[src/rtl/synth_pkg.sv]
// Shared types for the synth voice path: sequencer states, note table entries
// and the sample-tick phase used by every voice.
package synth_pkg;

    localparam int NOTE_FREQ_BITS = 4;
    localparam int NOTE_VOL_BITS  = 8;
    localparam int NOTE_DUR_BITS  = 8;

    localparam logic [7:0] SAMPLE_TICK_IDX = 8'hFF;

    typedef enum logic [2:0] {
        IDLE    = 3'd0,
        LOAD    = 3'd1,
        ATTACK  = 3'd2,
        HOLD    = 3'd3,
        RELEASE = 3'd4
    } seq_state_t;

    typedef struct packed {
        logic [NOTE_FREQ_BITS-1:0] freq;
        logic [NOTE_VOL_BITS-1:0]  vol;
        logic [NOTE_DUR_BITS-1:0]  dur;
    } note_entry_t;

    function automatic logic is_sample_tick(input logic [7:0] idx);
        return (idx == SAMPLE_TICK_IDX);
    endfunction

endpackage

[src/rtl/env_ramp.sv]
// Saturating volume stepper: moves toward target on up, toward zero on down,
// one RAMP_STEP per sample tick.
module env_ramp
    import synth_pkg::*;
#(
    parameter int VOLUME_BITS = 8,
    parameter int RAMP_STEP   = 8
) (
    input  logic                   clk,
    input  logic                   rst,
    input  logic                   stick,
    input  logic                   up,
    input  logic                   down,
    input  logic [VOLUME_BITS-1:0] target,
    output logic [VOLUME_BITS-1:0] volume,
    output logic                   at_target
);

    localparam logic [VOLUME_BITS:0] STEP_W = (VOLUME_BITS+1)'(RAMP_STEP);

    logic [VOLUME_BITS-1:0] volume_q, volume_d;
    logic [VOLUME_BITS:0]   vol_ext;
    logic [VOLUME_BITS:0]   up_sum;
    logic [VOLUME_BITS:0]   dn_diff;

    // Next volume: one extra bit of headroom so neither direction can wrap.
    always_comb begin
        vol_ext  = {1'b0, volume_q};
        up_sum   = vol_ext + STEP_W;
        dn_diff  = vol_ext - STEP_W;
        volume_d = volume_q;
        if (stick && up) begin
            if (up_sum > {1'b0, target}) begin
                volume_d = target;
            end else begin
                volume_d = up_sum[VOLUME_BITS-1:0];
            end
        end else if (stick && down) begin
            if (vol_ext < STEP_W) begin
                volume_d = '0;
            end else begin
                volume_d = dn_diff[VOLUME_BITS-1:0];
            end
        end else begin
            volume_d = volume_q;
        end
    end

    // Volume register; reset silences the voice immediately.
    always_ff @(posedge clk or posedge rst) begin
        if (rst) begin
            volume_q <= '0;
        end else begin
            volume_q <= volume_d;
        end
    end

    assign volume    = volume_q;
    assign at_target = (volume_q == target);

endmodule

[src/rtl/note_sequencer.sv]
// Plays a programmable note table into the triangle player: each note ramps up,
// holds for its duration in prescaled sample ticks, then ramps back to silence.
module note_sequencer
    import synth_pkg::*;
#(
    parameter int SEQ_LEN       = 16,
    parameter int VOLUME_BITS   = 8,
    parameter int FREQ_RES_BITS = 4,
    parameter int DUR_BITS      = 8,
    parameter int PRESCALE      = 256,
    parameter int RAMP_STEP     = 8
) (
    input  logic                       mclk,
    input  logic                       rst,
    input  logic [7:0]                 m_sample_index,
    input  logic                       wr_en,
    input  logic [$clog2(SEQ_LEN)-1:0] wr_addr,
    input  logic [FREQ_RES_BITS-1:0]   wr_freq,
    input  logic [VOLUME_BITS-1:0]     wr_vol,
    input  logic [DUR_BITS-1:0]        wr_dur,
    input  logic                       start,
    input  logic                       stop,
    input  logic                       loop_en,
    output logic [FREQ_RES_BITS-1:0]   p_frequency,
    output logic [VOLUME_BITS-1:0]     volume,
    output logic                       busy,
    output logic [$clog2(SEQ_LEN)-1:0] step_index,
    output logic                       done
);

    localparam int AW = $clog2(SEQ_LEN);
    localparam int PW = (PRESCALE > 1) ? $clog2(PRESCALE) : 1;

    seq_state_t                state_q, state_d;
    note_entry_t               notes_q [SEQ_LEN];
    note_entry_t               notes_d [SEQ_LEN];
    note_entry_t               entry;
    logic [AW-1:0]             step_index_q, step_index_d;
    logic [FREQ_RES_BITS-1:0]  p_frequency_q, p_frequency_d;
    logic [VOLUME_BITS-1:0]    cur_vol_q, cur_vol_d;
    logic [DUR_BITS-1:0]       cur_dur_q, cur_dur_d;
    logic [PW-1:0]             presc_q, presc_d;
    logic [DUR_BITS-1:0]       dur_cnt_q, dur_cnt_d;
    logic                      stop_pend_q, stop_pend_d;
    logic                      busy_q, busy_d;
    logic                      done_q, done_d;
    logic                      stick;
    logic                      ramp_up;
    logic                      ramp_down;
    logic                      at_target;
    logic [VOLUME_BITS-1:0]    env_volume;

    assign stick = is_sample_tick(m_sample_index);
    assign entry = notes_q[step_index_q];

    // Note table write port.
    always_comb begin
        notes_d = notes_q;
        if (wr_en) begin
            notes_d[wr_addr].freq = wr_freq;
            notes_d[wr_addr].vol  = wr_vol;
            notes_d[wr_addr].dur  = wr_dur;
        end else begin
            notes_d = notes_q;
        end
    end

    // Note table storage.
    always_ff @(posedge mclk or posedge rst) begin
        if (rst) begin
            for (int i = 0; i < SEQ_LEN; i++) begin
                notes_q[i] <= '0;
            end
        end else begin
            notes_q <= notes_d;
        end
    end

    // Sequencer next-state and datapath control.
    always_comb begin
        state_d       = state_q;
        step_index_d  = step_index_q;
        p_frequency_d = p_frequency_q;
        cur_vol_d     = cur_vol_q;
        cur_dur_d     = cur_dur_q;
        presc_d       = presc_q;
        dur_cnt_d     = dur_cnt_q;
        stop_pend_d   = stop_pend_q;
        done_d        = 1'b0;
        ramp_up       = 1'b0;
        ramp_down     = 1'b0;
        case (state_q)
            IDLE: begin
                if (start && !stop) begin
                    state_d      = LOAD;
                    step_index_d = '0;
                    stop_pend_d  = 1'b0;
                end else begin
                    state_d = IDLE;
                end
            end
            LOAD: begin
                cur_vol_d   = entry.vol;
                cur_dur_d   = entry.dur;
                stop_pend_d = stop_pend_q | stop;
                if (entry.dur != '0) begin
                    p_frequency_d = entry.freq;
                    state_d       = ATTACK;
                end else if (loop_en && (step_index_q != '0)) begin
                    // Entry 0 is never re-looped onto itself, so an empty table halts.
                    step_index_d = '0;
                    state_d      = LOAD;
                end else begin
                    state_d = IDLE;
                    done_d  = 1'b1;
                end
            end
            ATTACK: begin
                ramp_up = 1'b1;
                if (stop || stop_pend_q) begin
                    stop_pend_d = 1'b1;
                    state_d     = RELEASE;
                end else if (at_target) begin
                    state_d   = HOLD;
                    presc_d   = '0;
                    dur_cnt_d = '0;
                end else begin
                    state_d = ATTACK;
                end
            end
            HOLD: begin
                if (stop || stop_pend_q) begin
                    stop_pend_d = 1'b1;
                    state_d     = RELEASE;
                end else if (dur_cnt_q == cur_dur_q) begin
                    state_d = RELEASE;
                end else if (stick) begin
                    if (presc_q == PW'(PRESCALE - 1)) begin
                        presc_d   = '0;
                        dur_cnt_d = dur_cnt_q + DUR_BITS'(1'b1);
                    end else begin
                        presc_d = presc_q + PW'(1'b1);
                    end
                end else begin
                    state_d = HOLD;
                end
            end
            RELEASE: begin
                ramp_down   = 1'b1;
                stop_pend_d = stop_pend_q | stop;
                if (env_volume == '0) begin
                    if (stop_pend_q || stop) begin
                        state_d     = IDLE;
                        done_d      = 1'b1;
                        stop_pend_d = 1'b0;
                    end else begin
                        step_index_d = step_index_q + AW'(1'b1);
                        state_d      = LOAD;
                    end
                end else begin
                    state_d = RELEASE;
                end
            end
            default: begin
                state_d = IDLE;
            end
        endcase
        busy_d = (state_d != IDLE);
    end

    // Sequencer state and registered outputs.
    always_ff @(posedge mclk or posedge rst) begin
        if (rst) begin
            state_q       <= IDLE;
            step_index_q  <= '0;
            p_frequency_q <= '0;
            cur_vol_q     <= '0;
            cur_dur_q     <= '0;
            presc_q       <= '0;
            dur_cnt_q     <= '0;
            stop_pend_q   <= 1'b0;
            busy_q        <= 1'b0;
            done_q        <= 1'b0;
        end else begin
            state_q       <= state_d;
            step_index_q  <= step_index_d;
            p_frequency_q <= p_frequency_d;
            cur_vol_q     <= cur_vol_d;
            cur_dur_q     <= cur_dur_d;
            presc_q       <= presc_d;
            dur_cnt_q     <= dur_cnt_d;
            stop_pend_q   <= stop_pend_d;
            busy_q        <= busy_d;
            done_q        <= done_d;
        end
    end

    env_ramp #(
        .VOLUME_BITS (VOLUME_BITS),
        .RAMP_STEP   (RAMP_STEP)
    ) u_env_ramp (
        .clk       (mclk),
        .rst       (rst),
        .stick     (stick),
        .up        (ramp_up),
        .down      (ramp_down),
        .target    (cur_vol_q),
        .volume    (env_volume),
        .at_target (at_target)
    );

    assign p_frequency = p_frequency_q;
    assign volume      = env_volume;
    assign busy        = busy_q;
    assign step_index  = step_index_q;
    assign done        = done_q;

endmodule
[config.mk]
export PLATFORM = sky130hd
export DESIGN_NAME = note_sequencer
export DESIGN_NICKNAME = d
export VERILOG_FILES = /design/src/rtl/synth_pkg.sv /design/src/rtl/env_ramp.sv /design/src/rtl/note_sequencer.sv
export SDC_FILE = /design/constraint.sdc
export NUM_CORES = 1
export LEC_CHECK = 0
export CAP_MARGIN = 20
export CORE_AREA = 3 3 192 194
export DETAILED_ROUTE_END_ITERATION = 16
export DIE_AREA = 0 0 195 197
export PLACE_DENSITY = 0.63
export SLEW_MARGIN = 20
export SYNTH_ARGS = -nofsm -noshare
export SYNTH_HDL_FRONTEND = slang
export SYNTH_SLANG_ARGS = --single-unit
[constraint.sdc]
create_clock -name mclk -period 26.2 [get_ports mclk]
set_clock_uncertainty 0.15 [all_clocks]
set_input_delay 2.62 -clock mclk [delete_from_list [all_inputs] [get_ports mclk]]
set_output_delay 2.62 -clock mclk [all_outputs]
set_load 0.1 [all_outputs]
==> Word-level counts from Yosys, hierarchy flattened <==
Index checks and enable logic that the tools add are counted.
{ "word_totals": {"in_bits": 38, "register_bits": 374, "out_inout_bits": 18, "word_cells": 171} }
{ "classes": {"eq_ne": 20, "order_cmp": 5, "mux": 57, "n_reduce_logical": 22, "bitwise": 3, "addsub": 5} }
{ "ops": {"columns": ["operator", "n"], "rows": [
  ["$bwmux 320", 3],
  ["$demux 20 s4", 3],
  ["$mux 8", 15],
  ["$bmux 20 s4", 1],
  ["$mux 20", 3],
  ["$pmux 8 s2", 2],
  ["$mux 4", 5],
  ["$ne 2x2->1 const B", 10],
  ["$add 8x1->8 const B", 2],
  ["$eq 8x8->1", 2],
  ["$eq 8x8->1 const B", 2],
  ["$mux 16", 1],
  ["$mux 3", 5],
  ["$pmux 3 s5", 1],
  ["$mux 1", 14],
  ["$pmux 4 s3", 1],
  ["$reduce_and 6->1", 2],
  ["$ge 5x5->1 const B", 2],
  ["$not 4->5", 2],
  ["$add 8x4->9 const B", 1],
  ["$gt 9x8->1", 1],
  ["$logic_not 8->1", 1],
  ["$lt 8x4->1 const B", 1],
  ["$reduce_bool 4->1", 2],
  ["22 further kinds", 30]
]} }

==> Longest topological paths before layout <==
Gate-level depths: netlist (run 1).
{ "logic_depth": {"word_depth": 8, "ltp_mapped": 14, "ltp_nobuf": 11} }

==> Cells and area by module <==
Synthesis (run 1) repeated with hierarchy kept, for this count alone.
{ "hier_totals": {"cells_unflattened": 1291, "area_unflattened_um2": 17809.6} }
{ "by_module_without_submodules": {"columns": ["module", "cells_per_inst", "area_per_inst_um2", "n_inst"], "rows": [
  ["note_sequencer", 1185, 16955.0, 1],
  ["env_ramp", 106, 854.6, 1]
]} }

==> Least setup slack after synthesis (run 1) <==
Ideal clock, no wire load.
{ "synth_path": {"path_type": "input -> register", "startpoint": "input port wr_addr[2]", "endpoint": "register notes_q[240] (netlist bit)", "t_required_ns": 25.925, "arrival_time_ns": 3.830, "slack_ns": 22.095, "n_path_buf": 1, "stages": 4, "cell_sequence": "nor3b_1 nor2b_1 buf_1 mux2_2"} }
{ "synth_via": {"elab_chain_len": 6, "elab_cells_between_ends": 11} }
{ "synth_lines": {"columns": ["item", "line", "source"], "rows": [
  ["start, declared", "note_sequencer.sv:17", "input logic [$clog2(SEQ_LEN)-1:0] wr_addr,"],
  ["$not 4->5 (not written as such) (*)", "note_sequencer.sv:60, note_sequencer.sv:61, note_sequencer.sv:62", null],
  ["$ge 5x5->1 (not written as such) or $lt 5x1->1 (tied branches)", "note_sequencer.sv:62", "notes_d[wr_addr].dur = wr_dur;"],
  ["$logic_and 1x1->1 (not written as such)", "note_sequencer.sv:62", null],
  ["$mux 8 (not written as such)", "note_sequencer.sv:62", null],
  ["$demux 20 s4", "note_sequencer.sv:62", null],
  ["$bwmux 320 (*)", "note_sequencer.sv:62", null],
  ["end signal, assigned", "note_sequencer.sv:75", "notes_q <= notes_d;"],
  ["end, declared", "note_sequencer.sv:35", "note_entry_t notes_q [SEQ_LEN];"]
]} }
Mark *: on every way between the ends. The rest lies on a longest branch, timed or not.
A chain may end at the register's enable or synchronous reset.

==> Worst setup path after layout (run 1) <==
{ "layout_path": {"startpoint": "register step_index_q[0] (netlist: step_index[0])", "endpoint": "output port step_index[0]"} }
{ "layout_lines": {"columns": ["item", "line", "source"], "rows": [
  ["start, declared", "note_sequencer.sv:38", "logic [AW-1:0] step_index_q, step_index_d;"],
  ["start signal, assigned", "note_sequencer.sv:186", "step_index_q <= step_index_d;"],
  ["end, declared", "note_sequencer.sv:27", "output logic [$clog2(SEQ_LEN)-1:0] step_index,"]
]} }
No word-level cell between the ends.

==> run summary, run 1 <==
PLACEMENT
-------------------------------------------------------------------------------------------
Pre-CTS WS                                                                         20.43 ns
Placed inst area                                                               0.0185 sq mm
Post-detail-place hpwl                                                            24,200 um
Placer congestion estimate                                                            0.771
Number of I/O port buffers                                                               55
Post-Place Cells                                                                      1,679

SETUP PATH
-------------------------------------------------------------------------------------------
Critical path type                                                               reg -> out
Crit path buf inv count                                                                   1
Crit-path max FO                                                                         33
Max incr delay on CP                                                                1.28 ns
Worst Reg2Reg Path Length in Cells                                                        8
Kind of end point of the critical path                                          output port
Cell type of the slowest stage on the worst timing path                        sky130_fd_sc_hd__clkdlybuf4s50_1
Worst setup slack for register-to-register paths                                   22.14 ns
Worst R2R End                                                                  p_frequency[1]$_DFFE_PP0P_
Critical path launch point type                                                    register
Startpoint of the lowest-slack register-to-register path                       step_index[1]$_DFFE_PP0P_
Worst EP required                                                                  23.43 ns
Critical path data arrival time                                                     2.68 ns
Top Family by Delay on Critical Path                                           buffers and inverters
Crit path cell chain                                                           clkdlybuf4s50_1

POWER AND IR DROP
-------------------------------------------------------------------------------------------
Share of total power in the clock network                                             28.8%
Sequential fraction of design power                                                   42.1%
Net switching power of the design                                                0.000581 W
Pleak                                                                               8.33 nW
Ratio of total power to cell area                                              97.0 mW/mm^2
Share of power burned in combinational logic                                          29.1%
Internal                                                                          0.00134 W
Worst-case vdd ir drop                                                          0.0000636 V
Net switching fraction of the power                                                   30.2%

YOSYS
-------------------------------------------------------------------------------------------
Yosys synthesis warning count                                                             0
Post-Synthesis Net Count                                                              1,281
Top-area cell type share of the netlist area                                          53.4%
Post-synthesis area per instance                                                 14.3 sq um
Post-synthesis cell type count                                                           54
Cells after synthesis                                                                 1,229
Count of flip-flops with a built-in enable after synthesis                                0
Synth Register Bits                                                                     374
Share of async-settable or async-resettable flops after synthesis                      100%
Cell taking the most area after synthesis                                      sky130_fd_sc_hd__dfrtp_1
Post-synthesis instance area                                                   0.0175 sq mm
Cells taking the most area after synthesis                                     sky130_fd_sc_hd__dfrtp_1 (53%), sky130_fd_sc_hd__mux2_2 (21%), sky130_fd_sc_hd__mux4_2 (11%)
Fraction of the yosys area taken by sequential cells                                  53.4%
Primary flip-flop cell chosen by synthesis mapping                             sky130_fd_sc_hd__dfrtp_1

DIE
-------------------------------------------------------------------------------------------
Area enclosed by the die boundary                                              0.0384 sq mm
Effective utilization at floorplan                                                    49.5%
Height of the die                                                                    197 um
Die boundary width                                                                   195 um
Count of pins on the block boundary                                                      56
Standard-cell row count                                                                  69
Area of the core region                                                        0.0354 sq mm

CELLS AND AREA
-------------------------------------------------------------------------------------------
Final Cell Area                                                                0.0198 sq mm
Number of nets in the layout                                                          1,314
Area growth from synthesis to layout                                                  13.0%
Fraction of layout instances using a drive strength above 1                           41.3%
Non-filler cells, final                                                               1,752

ROUTING
-------------------------------------------------------------------------------------------
Number of design-rule violations left by the first detailed-router iteration            524
Detail-routed via count per cell                                                       5.87
Number of detailed-routing iterations run before antenna repair                           4
Vias                                                                                 10,300
Routed WL per cell                                                                  22.5 um
Final ANT Viol Nets                                                                       0
DRC viols                                                                                 0
Routed wire length                                                                39,500 um

RUN STATUS
-------------------------------------------------------------------------------------------
Status                                                                         complete, no violations

FLOW RUN
-------------------------------------------------------------------------------------------
Number of violations of the max-capacitance limit                                         0

WORST HOLD PATH
-------------------------------------------------------------------------------------------
Number of instances on the worst hold path                                                2
Type of the worst min-delay path                                                 reg -> reg
Hold Path Sink                                                                 presc_q[5]$_DFFE_PP0P_
Min-delay src                                                                  presc_q[5]$_DFFE_PP0P_

STA
-------------------------------------------------------------------------------------------
Sum of negative setup slack                                                            0 ns
Worst slew slack as a fraction of its limit                                           33.0%
Worst-margin pin slew                                                               1.00 ns
Period utilization                                                                    20.8%
Final Slew Violations                                                                     0
Crit path time final                                                                5.45 ns
Setup repair after global routing missed its margin                                      no
Setup ws final                                                                     20.75 ns
Final Hold Fails                                                                          0
Fmax                                                                                184 MHz
Setup violators final                                                                     0

CLOCK NETWORK
-------------------------------------------------------------------------------------------
Clock latency on the worst-skew pair                                                0.54 ns
Root Driver                                                                    sky130_fd_sc_hd__clkbuf_16
TritonCTS sink count                                                                    374
Clock tree from TritonCTS                                                               yes
Maximum root-to-sink buffer count                                                         3
Number of hold buffers added after cts                                                    0
CTS resizes                                                                               0
Max H-tree Level                                                                          2
Clock buffer count from CTS                                                              41
Clock transition at path regs                                                       0.06 ns
Post-CTS setup buffer count                                                               0

GLOBAL ROUTING
-------------------------------------------------------------------------------------------
Initial antenna violation count                                                           2
Total global routing track utilization                                                20.9%
Global-route wire length before repair                                            63,000 um
Vias in the first global route                                                       10,500
Leftover overflow at the end of global routing                                            0
Largest net degree at the start of global routing                                       126

==> how the worst max path moves through the flow <==
stage / cells past startpoint / endpoint / slack [ns] / from
after global routing: 1 / step_index[0] / 20.60 / step_index[0]$_DFFE_PP0P_
after global placement: 4 / notes_q[279]$_DFFE_PP0P_ / 20.42 / rst
after floorplan: 1 / busy$_DFF_PP0_ / 13.04 / rst
after CTS: 1 / step_index[0] / 20.66 / step_index[0]$_DFFE_PP0P_
after detailed placement: 4 / notes_q[279]$_DFFE_PP0P_ / 20.43 / rst
final: 1 / step_index[0] / 20.75 / step_index[0]$_DFFE_PP0P_
==> metrics by stage <==
stage | utilization [%] | hold WS [ns] | total power, W
after floorplan | - | 0.306 | 0.00124
after global placement | 52.2 | 0.328 | 0.00137
after detailed placement | 52.2 | 0.338 | 0.00138
after CTS | 55.9 | 0.351 | 0.00194
after global routing | 55.9 | 0.358 | 0.00203
final | 55.9 | 0.344 | 0.00192
==> flip-flops by register name (all words and copies together), names as in the netlist <==
| name | flops |
|---|---|
| stop_pend_q | 1 |
| notes_q | 320 |
| step_index | 4 |
| u_env_ramp.volume | 8 |
| cur_dur_q | 8 |
| p_frequency | 4 |
| presc_q | 8 |
| dur_cnt_q | 8 |
| cur_vol_q | 8 |
| state_q | 3 |
| done | 1 |
| busy | 1 |
==> worst min-delay path: stages, from the launching register on <==
cell and delay (ns):
sky130_fd_sc_hd__dfrtp_1 0.33, sky130_fd_sc_hd__a31oi_1 0.05, sky130_fd_sc_hd__nor2_1 0.08
==> layout by cell type, fill, tap and decap left out, drive strengths merged, types with 3 or more instances in the layout <==
| cell type | n |
|---|---|
| a21o | 3 |
| a21oi | 20 |
| a22oi | 11 |
| a31oi | 4 |
| and2 | 5 |
| and3 | 7 |
| buf | 25 |
| clkbuf | 59 |
| clkdlybuf4s50 | 55 |
| clkinv | 8 |
| dfrtp | 374 |
| ha | 14 |
| inv | 18 |
| mux2 | 331 |
| mux2i | 7 |
| mux4 | 92 |
| nand2 | 60 |
| nand2b | 9 |
| nand3 | 12 |
| nand3b | 5 |
| nand4 | 7 |
| nor2 | 49 |
| nor2b | 8 |
| nor3 | 9 |
| nor4 | 9 |
| o21ai | 44 |
| o31ai | 3 |
| or2 | 3 |
| or3 | 5 |
| xnor2 | 14 |
==> kinds of logic (layout without fill, tap and decap cells) <==
kind of cell / Yosys count / count (layout) / synth area share [%]
flops: 374 / 374 / 53.4
simple gates: 191 / 191 / 5.26
mux: 430 / 430 / 33.6
fa+ha+maj: 14 / 14 / 1.00
buf+inv: 106 / 166 / 2.54
compound gates: 98 / 98 / 3.33
other cells: 0 / 2 / 0
xor+xnor: 16 / 16 / 0.800
==> per-layer routing <==
metal / share of wire [%] / GRT usage, % / wire (um) / up-vias
met5: 0.033 / 0 / 13 / -
met4: 1.2 / 3.59 / 475 / 2
met3: 3.8 / 3.21 / 1490 / 37
met2: 47 / 32.8 / 18500 / 172
met1: 48 / 31.8 / 19000 / 5487
li1: - / - / - / 4593
==> cell usage after synthesis (2+ instances only) <==
master and instances:
sky130_fd_sc_hd__dfrtp_1 374, sky130_fd_sc_hd__mux2_2 327, sky130_fd_sc_hd__mux4_2 89, sky130_fd_sc_hd__nand2_1 60, sky130_fd_sc_hd__clkbuf_1 58, sky130_fd_sc_hd__nor2_1 49
sky130_fd_sc_hd__o21ai_0 38, sky130_fd_sc_hd__buf_1 21, sky130_fd_sc_hd__a21oi_1 20, sky130_fd_sc_hd__inv_1 15, sky130_fd_sc_hd__ha_1 14, sky130_fd_sc_hd__xnor2_1 14
sky130_fd_sc_hd__nand3_1 12, sky130_fd_sc_hd__a22oi_1 11, sky130_fd_sc_hd__nand2b_1 9, sky130_fd_sc_hd__nor2b_1 8, sky130_fd_sc_hd__nor3_1 8, sky130_fd_sc_hd__nor4_1 8
sky130_fd_sc_hd__and3_1 7, sky130_fd_sc_hd__mux2i_1 7, sky130_fd_sc_hd__nand4_1 7, sky130_fd_sc_hd__buf_2 5, sky130_fd_sc_hd__buf_6 5, sky130_fd_sc_hd__nand3b_1 5
sky130_fd_sc_hd__o21ai_1 5, sky130_fd_sc_hd__or3_1 5, sky130_fd_sc_hd__a31oi_1 4, sky130_fd_sc_hd__mux2_4 4, sky130_fd_sc_hd__a21o_1 3, sky130_fd_sc_hd__and2_1 3
sky130_fd_sc_hd__mux4_1 3, sky130_fd_sc_hd__o31ai_1 3, sky130_fd_sc_hd__or2_2 3, sky130_fd_sc_hd__o21a_1 2, sky130_fd_sc_hd__o21bai_1 2, sky130_fd_sc_hd__o32ai_1 2
sky130_fd_sc_hd__xor2_1 2
==> cell type report <==
| type | count | area, sq um |
|---|---|---|
| fill | 2922 | 15600 |
| clock inverter | 11 | 87.6 |
| antenna | 2 | 5.00 |
| multi-input combinational | 749 | 7740 |
| sequential | 374 | 9370 |
| inverter | 16 | 67.6 |
| timing repair buffer | 80 | 738 |
| tap | 461 | 577 |
| clock buffer | 59 | 1210 |
==> power by group through the flow <==
stage | Combinational (W) | Sequential, W | Clock, W
floorplan | 0.000429 | 0.000814 | 0
global placement | 0.000552 | 0.000813 | 0
detailed placement | 0.000561 | 0.000819 | 0
CTS | 0.000563 | 0.000809 | 0.000569
global route | 0.000606 | 0.000829 | 0.000593
finish | 0.000558 | 0.000809 | 0.000553
(Power assumes the default switching activity.)
==> inputs of run 2 (changes only) <==
==> constraint.sdc (replaced) <==
create_clock -name mclk -period 5.6 [get_ports mclk]
set_clock_uncertainty 0.15 [all_clocks]
set_input_delay 0.56 -clock mclk [delete_from_list [all_inputs] [get_ports mclk]]
set_output_delay 0.56 -clock mclk [all_outputs]
set_load 0.1 [all_outputs]
==> run summary, run 2 (same netlist as run 1, synthesis figures left out) <==
RUN STATUS
-------------------------------------------------------------------------------------------
Status                                                                         complete, no violations

STA
-------------------------------------------------------------------------------------------
Setup ws final                                                                      1.48 ns
Fmax                                                                                243 MHz
Setup repair after global routing missed its margin                                      no
Final Hold Fails                                                                          0
Worst slew slack as a fraction of its limit                                           32.2%
Period utilization                                                                    73.5%
Setup violators final                                                                     0
Worst-margin pin slew                                                               1.01 ns
Crit path time final                                                                4.12 ns
Final Slew Violations                                                                     0

DIE
-------------------------------------------------------------------------------------------
Count of pins on the block boundary                                                      56
Height of the die                                                                    197 um
Standard-cell row count                                                                  69
Die boundary width                                                                   195 um
Area of the core region                                                        0.0354 sq mm
Effective utilization at floorplan                                                    49.5%
Area enclosed by the die boundary                                              0.0384 sq mm

ROUTING
-------------------------------------------------------------------------------------------
Number of design-rule violations left by the first detailed-router iteration            655
Vias                                                                                 10,400
Routed wire length                                                                39,700 um
Final ANT Viol Nets                                                                       0
Number of detailed-routing iterations run before antenna repair                           5
Routed WL per cell                                                                  22.7 um
Detail-routed via count per cell                                                       5.95
DRC viols                                                                                 0

PLACEMENT
-------------------------------------------------------------------------------------------
Number of I/O port buffers                                                               55
Placer congestion estimate                                                            0.794
Pre-CTS WS                                                                          1.99 ns
Post-detail-place hpwl                                                            23,400 um
Post-Place Cells                                                                      1,679

CELLS AND AREA
-------------------------------------------------------------------------------------------
Register name with the most flops                                                   notes_q
Non-filler cells, final                                                               1,747
Leading cell type in the layout, fill and taps excluded                        sky130_fd_sc_hd__dfrtp_1
Number of antenna diodes                                                                  0
Number of nets in the layout                                                          1,313
Commonest non-fill, non-tap cells in the layout                                sky130_fd_sc_hd__dfrtp_1 (371), sky130_fd_sc_hd__mux2_2 (327), sky130_fd_sc_hd__mux4_2 (89), sky130_fd_sc_hd__nand2_1 (60), sky130_fd_sc_hd__clkdlybuf4s50_1 (55)
Flip-flop count of the largest register after layout                                    320
Area growth from synthesis to layout                                                  13.4%
Fraction of layout instances using a drive strength above 1                           41.1%
Number of fill cells in the layout                                                    2,891

GLOBAL ROUTING
-------------------------------------------------------------------------------------------
Total global routing track utilization                                                20.9%
Global-route wire length before repair                                            62,600 um
Initial antenna violation count                                                           1
Largest net degree at the start of global routing                                       108
Leftover overflow at the end of global routing                                            0
Vias in the first global route                                                       10,800

SETUP PATH
-------------------------------------------------------------------------------------------
Worst R2R End                                                                  step_index[3]$_DFFE_PP0P_
Crit-path max FO                                                                         48
Crit path cell chain                                                           buf_4, clkdlybuf4s50_1
Critical path data arrival time                                                     3.41 ns
Max incr delay on CP                                                                1.29 ns
Critical path type                                                               reg -> out
Cell type of the slowest stage on the worst timing path                        sky130_fd_sc_hd__clkdlybuf4s50_1
Startpoint of the lowest-slack register-to-register path                       step_index[1]$_DFFE_PP0P_
Crit path buf inv count                                                                   2
Worst EP required                                                                   4.89 ns
Kind of end point of the critical path                                          output port
Top Family by Delay on Critical Path                                           buffers and inverters
Critical path launch point type                                                    register
Worst setup slack for register-to-register paths                                    2.24 ns
Worst Reg2Reg Path Length in Cells                                                       10

CLOCK NETWORK
-------------------------------------------------------------------------------------------
Number of hold buffers added after cts                                                    0
CTS resizes                                                                               0
TritonCTS sink count                                                                    374
Clock buffer count from CTS                                                              40
Clock latency on the worst-skew pair                                                0.53 ns
Clock tree from TritonCTS                                                               yes
Clock transition at path regs                                                       0.06 ns
Maximum root-to-sink buffer count                                                         3
Post-CTS setup buffer count                                                               0
Root Driver                                                                    sky130_fd_sc_hd__clkbuf_16
Max H-tree Level                                                                          2

POWER AND IR DROP
-------------------------------------------------------------------------------------------
Pleak                                                                               8.35 nW
Worst-case vdd ir drop                                                           0.000298 V
Ratio of total power to cell area                                               456 mW/mm^2

FLOW RUN
-------------------------------------------------------------------------------------------
Number of violations of the max-capacitance limit                                         0

WORST HOLD PATH
-------------------------------------------------------------------------------------------
Type of the worst min-delay path                                                in -> async

==> run 2: cell count changes in the layout (fill, tap and decap cells not counted), sizes merged <==
cell | previous run | this run
bufinv | 1 | 3
clkbuf | 59 | 60
clkinv | 8 | 4
clkinvlp | 0 | 1
diode | 2 | 0
inv | 18 | 15
==> run 2: layer usage <==
metal	GRT usage, %	routed length [um]	part of all wire (%)	vias up
li1	-	-	-	4603
met1	31.2	18700	47	5556
met2	33.4	18800	47	188
met3	2.97	1560	3.9	42
met4	4.17	525	1.3	2
met5	0	19	0.048	-
==> run 2: stage by stage <==
step	TNS (ns)	area, sq um	total power, W	util (%)	hold slack [ns]
after floorplan	-49.41	17500	0.00582	-	0.306
after global placement	0	18500	0.00635	52.3	0.321
after detailed placement	0	18500	0.00642	52.3	0.333
after CTS	0	19900	0.00913	56.1	0.276
after global routing	0	19900	0.00951	56.1	0.299
final	0	19900	0.00905	56.1	0.283
==> run 2: worst max path at each step <==
stage | start | end | slack (ns) | depth (start not counted)
finish | step_index[1]$_DFFE_PP0P_ | step_index[1] | 1.48 | 2
global route | step_index[1]$_DFFE_PP0P_ | step_index[1] | 1.36 | 2
CTS | step_index[1]$_DFFE_PP0P_ | step_index[1] | 1.43 | 2
detailed placement | step_index[1]$_DFFE_PP0P_ | step_index[1] | 1.99 | 2
global placement | step_index[1]$_DFFE_PP0P_ | step_index[1] | 1.99 | 2
floorplan | rst | busy$_DFF_PP0_ | -0.13 | 1
==> run 2: where the power goes <==
part,internal [W],switching [W],leakage (nW)
Clock,0.00164,0.00104,0.664
Combinational,0.00138,0.00118,3.05
Sequential,0.00334,0.000459,4.64
Total,0.00636,0.00269,8.35
==> run 2: cell type report <==
cell class / instances / area, sq um / share of cell area (%)
flip-flops and latches: 374 / 9370 / 47.2
multi-input cells: 749 / 7740 / 39.0
clock buffers: 60 / 1230 / 6.18
repair buffers: 80 / 776 / 3.91
well taps: 461 / 577 / 2.90
clock inverters: 7 / 110 / 0.554
inverters: 16 / 63.8 / 0.321
==> run 2: worst register-to-register path, cell delays in order (launching register included) <==
cell and delay, ns:
sky130_fd_sc_hd__dfrtp_4 0.86, sky130_fd_sc_hd__buf_4 0.73, sky130_fd_sc_hd__inv_1 0.14, sky130_fd_sc_hd__ha_1 0.22, sky130_fd_sc_hd__a21bo_2 0.21, sky130_fd_sc_hd__nand2_1 0.09, sky130_fd_sc_hd__nand2_1 0.06, sky130_fd_sc_hd__or3_1 0.40
sky130_fd_sc_hd__a21o_1 0.19, sky130_fd_sc_hd__o21ai_1 0.11, sky130_fd_sc_hd__o41ai_1 0.08
==> inputs of run 3 (changes only) <==
==> constraint.sdc (replaced) <==
create_clock -name mclk -period 4.3 [get_ports mclk]
set_clock_uncertainty 0.15 [all_clocks]
set_input_delay 0.43 -clock mclk [delete_from_list [all_inputs] [get_ports mclk]]
set_output_delay 0.43 -clock mclk [all_outputs]
set_load 0.1 [all_outputs]
==> run summary, run 3 (same netlist as run 1, synthesis figures left out) <==
RUN STATUS
-------------------------------------------------------------------------------------------
Status                                                                         complete, no violations

CELLS AND AREA
-------------------------------------------------------------------------------------------
Number of nets in the layout                                                          1,317
Number of fill cells in the layout                                                    2,868
Leading cell type in the layout, fill and taps excluded                        sky130_fd_sc_hd__dfrtp_1
Register name with the most flops                                                   notes_q
Flip-flop count of the largest register after layout                                    320
Commonest non-fill, non-tap cells in the layout                                sky130_fd_sc_hd__dfrtp_1 (371), sky130_fd_sc_hd__mux2_2 (327), sky130_fd_sc_hd__mux4_2 (89), sky130_fd_sc_hd__nand2_1 (60), sky130_fd_sc_hd__clkdlybuf4s50_1 (53)
Area taken by multi-input logic gates                                          0.00774 sq mm
Seq. cell area                                                                 0.00937 sq mm
Fraction of layout instances using a drive strength above 1                           41.5%
Non-filler cells, final                                                               1,755
Area growth from synthesis to layout                                                  13.4%

GLOBAL ROUTING
-------------------------------------------------------------------------------------------
Leftover overflow at the end of global routing                                            0
Peak-usage layer in the global routing report                                          met2
Met1 usage in global routing                                                          32.3%
Total global routing track utilization                                                21.2%
Global-route wire length before repair                                            63,700 um
Global routing met2 resource utilization                                              33.0%
Met3 layer usage reported by global route                                             3.01%
Initial antenna violation count                                                           2
Vias in the first global route                                                       10,700
Largest net degree at the start of global routing                                       124

CLOCK NETWORK
-------------------------------------------------------------------------------------------
Clock tree from TritonCTS                                                               yes
Post-CTS setup buffer count                                                               0
Number of hold buffers added after cts                                                    0
TritonCTS sink count                                                                    374
Clock buffer count from CTS                                                              41
Clock transition at path regs                                                       0.06 ns
Root Driver                                                                    sky130_fd_sc_hd__clkbuf_16
Maximum root-to-sink buffer count                                                         3
Max H-tree Level                                                                          2
CTS resizes                                                                               0
Clock latency on the worst-skew pair                                                0.53 ns

DIE
-------------------------------------------------------------------------------------------
Area enclosed by the die boundary                                              0.0384 sq mm
Height of the die                                                                    197 um
Count of pins on the block boundary                                                      56
Effective utilization at floorplan                                                    49.5%
Standard-cell row count                                                                  69
Die boundary width                                                                   195 um
Area of the core region                                                        0.0354 sq mm

SETUP PATH
-------------------------------------------------------------------------------------------
Crit-path max FO                                                                         26
Startpoint of the lowest-slack register-to-register path                       step_index[0]$_DFFE_PP0P_
Kind of end point of the critical path                                          output port
Critical path data arrival time                                                     3.05 ns
Critical path type                                                               reg -> out
Worst Reg2Reg Path Length in Cells                                                        7
Worst R2R End                                                                  p_frequency[0]$_DFFE_PP0P_
Worst EP required                                                                   3.72 ns
Critical path launch point type                                                    register
Worst setup slack for register-to-register paths                                    0.93 ns

PLACEMENT
-------------------------------------------------------------------------------------------
Post-detail-place hpwl                                                            24,500 um
Pre-CTS WS                                                                         0.928 ns
Post-Place Cells                                                                      1,683
Placer congestion estimate                                                            0.816
Number of I/O port buffers                                                               55

ROUTING
-------------------------------------------------------------------------------------------
Detail-routed via count per cell                                                       5.87
DRC viols                                                                                 0
Routed WL per cell                                                                  22.8 um
Final ANT Viol Nets                                                                       0
Number of design-rule violations left by the first detailed-router iteration            672
Routed wire length                                                                40,000 um
Vias                                                                                 10,300
Number of detailed-routing iterations run before antenna repair                           5

POWER AND IR DROP
-------------------------------------------------------------------------------------------
Worst-case vdd ir drop                                                           0.000423 V
Pleak                                                                               8.35 nW
Ratio of total power to cell area                                               587 mW/mm^2

STA
-------------------------------------------------------------------------------------------
Setup repair after global routing missed its margin                                      no
Worst-margin pin slew                                                               1.01 ns
Worst slew slack as a fraction of its limit                                           32.2%
Period utilization                                                                    84.3%
Final Slew Violations                                                                     0
Setup ws final                                                                     0.674 ns
Final Hold Fails                                                                          0
Fmax                                                                                276 MHz
Setup violators final                                                                     0
Crit path time final                                                                3.63 ns
Worst Hold Margin                                                                 0.0560 ns

FLOW RUN
-------------------------------------------------------------------------------------------
Number of violations of the max-capacitance limit                                         0

WORST HOLD PATH
-------------------------------------------------------------------------------------------
Type of the worst min-delay path                                                in -> async

## run 3: worst max path at each step
stage	startpoint	endpoint
2_1_floorplan	rst	busy$_DFF_PP0_
3_3_place_gp	step_index[0]$_DFFE_PP0P_	p_frequency[0]$_DFFE_PP0P_
3_5_place_dp	step_index[0]$_DFFE_PP0P_	p_frequency[1]$_DFFE_PP0P_
4_1_cts	step_index[2]$_DFFE_PP0P_	step_index[2]
5_1_grt	step_index[2]$_DFFE_PP0P_	step_index[2]
6_report	step_index[2]$_DFFE_PP0P_	step_index[2]
## run 3: cell type report
class / count / area share (%)
clock buffer: 58 / 5.99
timing repair buffer: 83 / 4.12
tap: 461 / 2.90
clock inverter: 13 / 0.535
multi-input combinational: 749 / 39.0
sequential: 374 / 47.2
inverter: 16 / 0.321
antenna: 1 / 0.0126
## run 3: power by group
group,internal [W],leakage [nW],switching [W]
combinational,0.00181,3.07,0.00150
clock,0.00199,0.640,0.00140
sequential,0.00435,4.64,0.000640
## run 3: metrics by stage
| stage | setup TNS (ns) | instance area [sq um] | power [W] | util (%) |
|---|---|---|---|---|
| detailed placement | 0 | 18600 | 0.00838 | 52.5 |
| global placement | 0 | 18600 | 0.00828 | 52.5 |
| CTS | 0 | 19900 | 0.0118 | 56.1 |
| finish | 0 | 19900 | 0.0117 | 56.1 |
| floorplan | -486.99 | 17500 | 0.00758 | - |
| global route | 0 | 19900 | 0.0123 | 56.1 |
## run 3: worst max-delay path, stage by stage (launching register included)
cell and delay (ns):
sky130_fd_sc_hd__dfrtp_2 0.91, sky130_fd_sc_hd__buf_4 0.41, sky130_fd_sc_hd__clkdlybuf4s50_1 1.20
## run 3: per-layer routing
metal | vias up | wire (um)
li1 | 4594 | -
met1 | 5466 | 19100
met2 | 195 | 18500
met3 | 49 | 1710
met4 | 2 | 659
met5 | - | 14
==> RTL change (config.mk and constraints of run 2) <==
Put a register stage on the output `volume`, without a reset. The value now appears one clock later. The other outputs are not delayed to match.
--- a/src/rtl/note_sequencer.sv
+++ b/src/rtl/note_sequencer.sv
@@ -31,6 +31,8 @@
     localparam int AW = $clog2(SEQ_LEN);
     localparam int PW = (PRESCALE > 1) ? $clog2(PRESCALE) : 1;
 
+    logic [VOLUME_BITS-1:0] volume_c;
+
     seq_state_t                state_q, state_d;
     note_entry_t               notes_q [SEQ_LEN];
     note_entry_t               notes_d [SEQ_LEN];
@@ -210,9 +212,13 @@
     );
 
     assign p_frequency = p_frequency_q;
-    assign volume      = env_volume;
+    assign volume_c    = env_volume;
     assign busy        = busy_q;
     assign step_index  = step_index_q;
     assign done        = done_q;
 
+    always_ff @(posedge mclk) begin
+        volume <= volume_c;
+    end
+
 endmodule
Function: changed (Yosys sat finds a counterexample within 4 cycles, from zero or initial values and one cycle with rst high).
==> RTL change against run 2 <==
Routed wire length up 1.2%; design area increased by 0.46%; synthesized area grew 0.82%; worst setup slack improved by 0.47 ns; synthesized cell count down 0.65%; power is 2.1% higher; sequential cell count up 8; critical path type unchanged; critical endpoint unchanged; largest power group unchanged.
==> RTL change: results <==
metrics = {
    "finish": {
        "n_fill_cell": 2880,
        "final_nets": 1307,
        "drive_above_1_share": 0.414,
    },
    "power": {
        "p_int_uw": 6420,
        "power_leakage_uw": 0.00839,
        "vdd_drop_max_uv": 297,
    },
    "logic_synthesis": {
        "synth_cell_types": 53,
        "seq_area_frac_synth": 0.539,
        "async_flop_share": 0.979,
        "ys.warnings.count": 0,
        "synth_area_leaders": "dfrtp_1 (53%), mux2_2 (22%), mux4_2 (11%)",
        "synth_common_cells": "dfrtp_1 (374), mux2_2 (340), mux4_2 (88)",
        "synthesis.nets": 1273,
    },
    "clock_network": {
        "cts.path.max_buffers": 3,
        "cts-buffers-inserted": 42,
        "insertion_delay_ns": 0.55,
    },
    "global_routing": {
        "grt_pass1_wl_mm": 63.9,
        "track_usage": 0.213,
        "grt_antenna_before_repair": 1,
        "grt_max_degree": 149,
        "grt_pass1_vias": 10789,
    },
    "setup_path": {
        "reg2regPathDepth": 8,
        "worst-r2r-setup-slack_ns": 2.04,
        "path_max_fanout": 57,
        "cp.arrival_ns": 2.94,
        "slowest_delay_ns": 1.32,
    },
    "timing": {
        "hold_slack_ns": 0.284,
        "hold_viol_final": 0,
        "tightest_slew_ns": 1.02,
    },
    "routing": {
        "drt-pass1-iter-count": 4,
        "dr.first_iter.drc_count": 509,
        "wire_per_inst_um": 23.0,
        "vias": 10326,
    },
    "run_status": {
        "run_status": "completed",
    },
    "placed_design": {
        "dp_hpwl_mm": 24.7,
        "place_congestion": 0.793,
    },
    "hold_path": {
        "hp-class": "reg2reg",
    },
}
RTL change: cell count changes in the layout (fill, tap and decap cells not counted), moves of 3 or more:
| cell | before | now |
|---|---|---|
| bufinv_16 | 3 | 0 |
| clkbuf_1 | 6 | 14 |
| dfxtp_1 | 0 | 8 |
| inv_1 | 14 | 18 |
| mux2_2 | 327 | 340 |
| mux2_4 | 4 | 0 |
| nand2_1 | 60 | 43 |
| nor2_1 | 40 | 33 |
| nor3_1 | 8 | 11 |
| nor4_1 | 8 | 4 |
| o21ai_0 | 38 | 43 |
| o21ai_1 | 5 | 1 |
RTL change: layout make-up:
type                    count  share of cell area
flip-flops and latches    382               0.477
multi-input cells         729               0.386
inverters                  20             0.00395
clock buffers              68              0.0636
clock inverters             6             0.00245
repair buffers             80              0.0376
well taps                 461              0.0289
RTL change: how the worst max path moves through the flow:
stage                                   start                         to  slack (ns)  depth (start not counted)
floorplan                                 rst             busy$_DFF_PP0_       -0.13                          1
global placement    step_index[1]$_DFFE_PP0P_             busy$_DFF_PP0_        2.03                          7
detailed placement  step_index[1]$_DFFE_PP0P_  step_index[3]$_DFFE_PP0P_        2.01                          8
CTS                 step_index[1]$_DFFE_PP0P_              step_index[1]        1.90                          1
global route        step_index[1]$_DFFE_PP0P_  step_index[3]$_DFFE_PP0P_        1.83                          8
finish              step_index[1]$_DFFE_PP0P_              step_index[1]        1.95                          1
RTL change: cells by family (layout without fill, tap and decap cells):
family	after synthesis	in the layout	share of synthesized area
AND/OR/NAND/NOR	168	168	0.0476
XOR/XNOR	16	16	0.00793
flip-flops	382	382	0.539
adder cells (fa/ha/maj)	14	14	0.00992
buffers and inverters	110	174	0.0263
multiplexers	439	439	0.339
AO/OA/AOI/OAI	92	92	0.0305
RTL change: power by group through the flow:
stage               sequential, uW  clock [uW]  combinational, uW
finish                        3950        2650               2640
global route                  4040        2820               2860
CTS                           3950        2720               2660
detailed placement            4000           0               2650
global placement              3970           0               2600
floorplan                     3890           0               2100
RTL change: stage by stage:
step	std cells	util	worst slack [ns]	area [um2]	setup TNS, ns
2_1_floorplan	1221	-	-0.132	17700	-49.41
4_1_cts	1745	0.564	1.90	19900	0
3_3_place_gp	1671	0.526	2.03	18600	0
6_report	1746	0.564	1.95	20000	0
3_5_place_dp	1671	0.526	2.01	18600	0
5_1_grt	1746	0.564	1.83	20000	0
RTL change: layer usage:
layer	wire [um]	share of wire	vias to the layer above	track usage
met1	19000	0.47	5534	0.316
met3	1670	0.042	51	0.0303
li1	-	-	4568	-
met5	11	0.00027	-	0
met2	18900	0.47	171	0.341
met4	584	0.015	2	0.0446
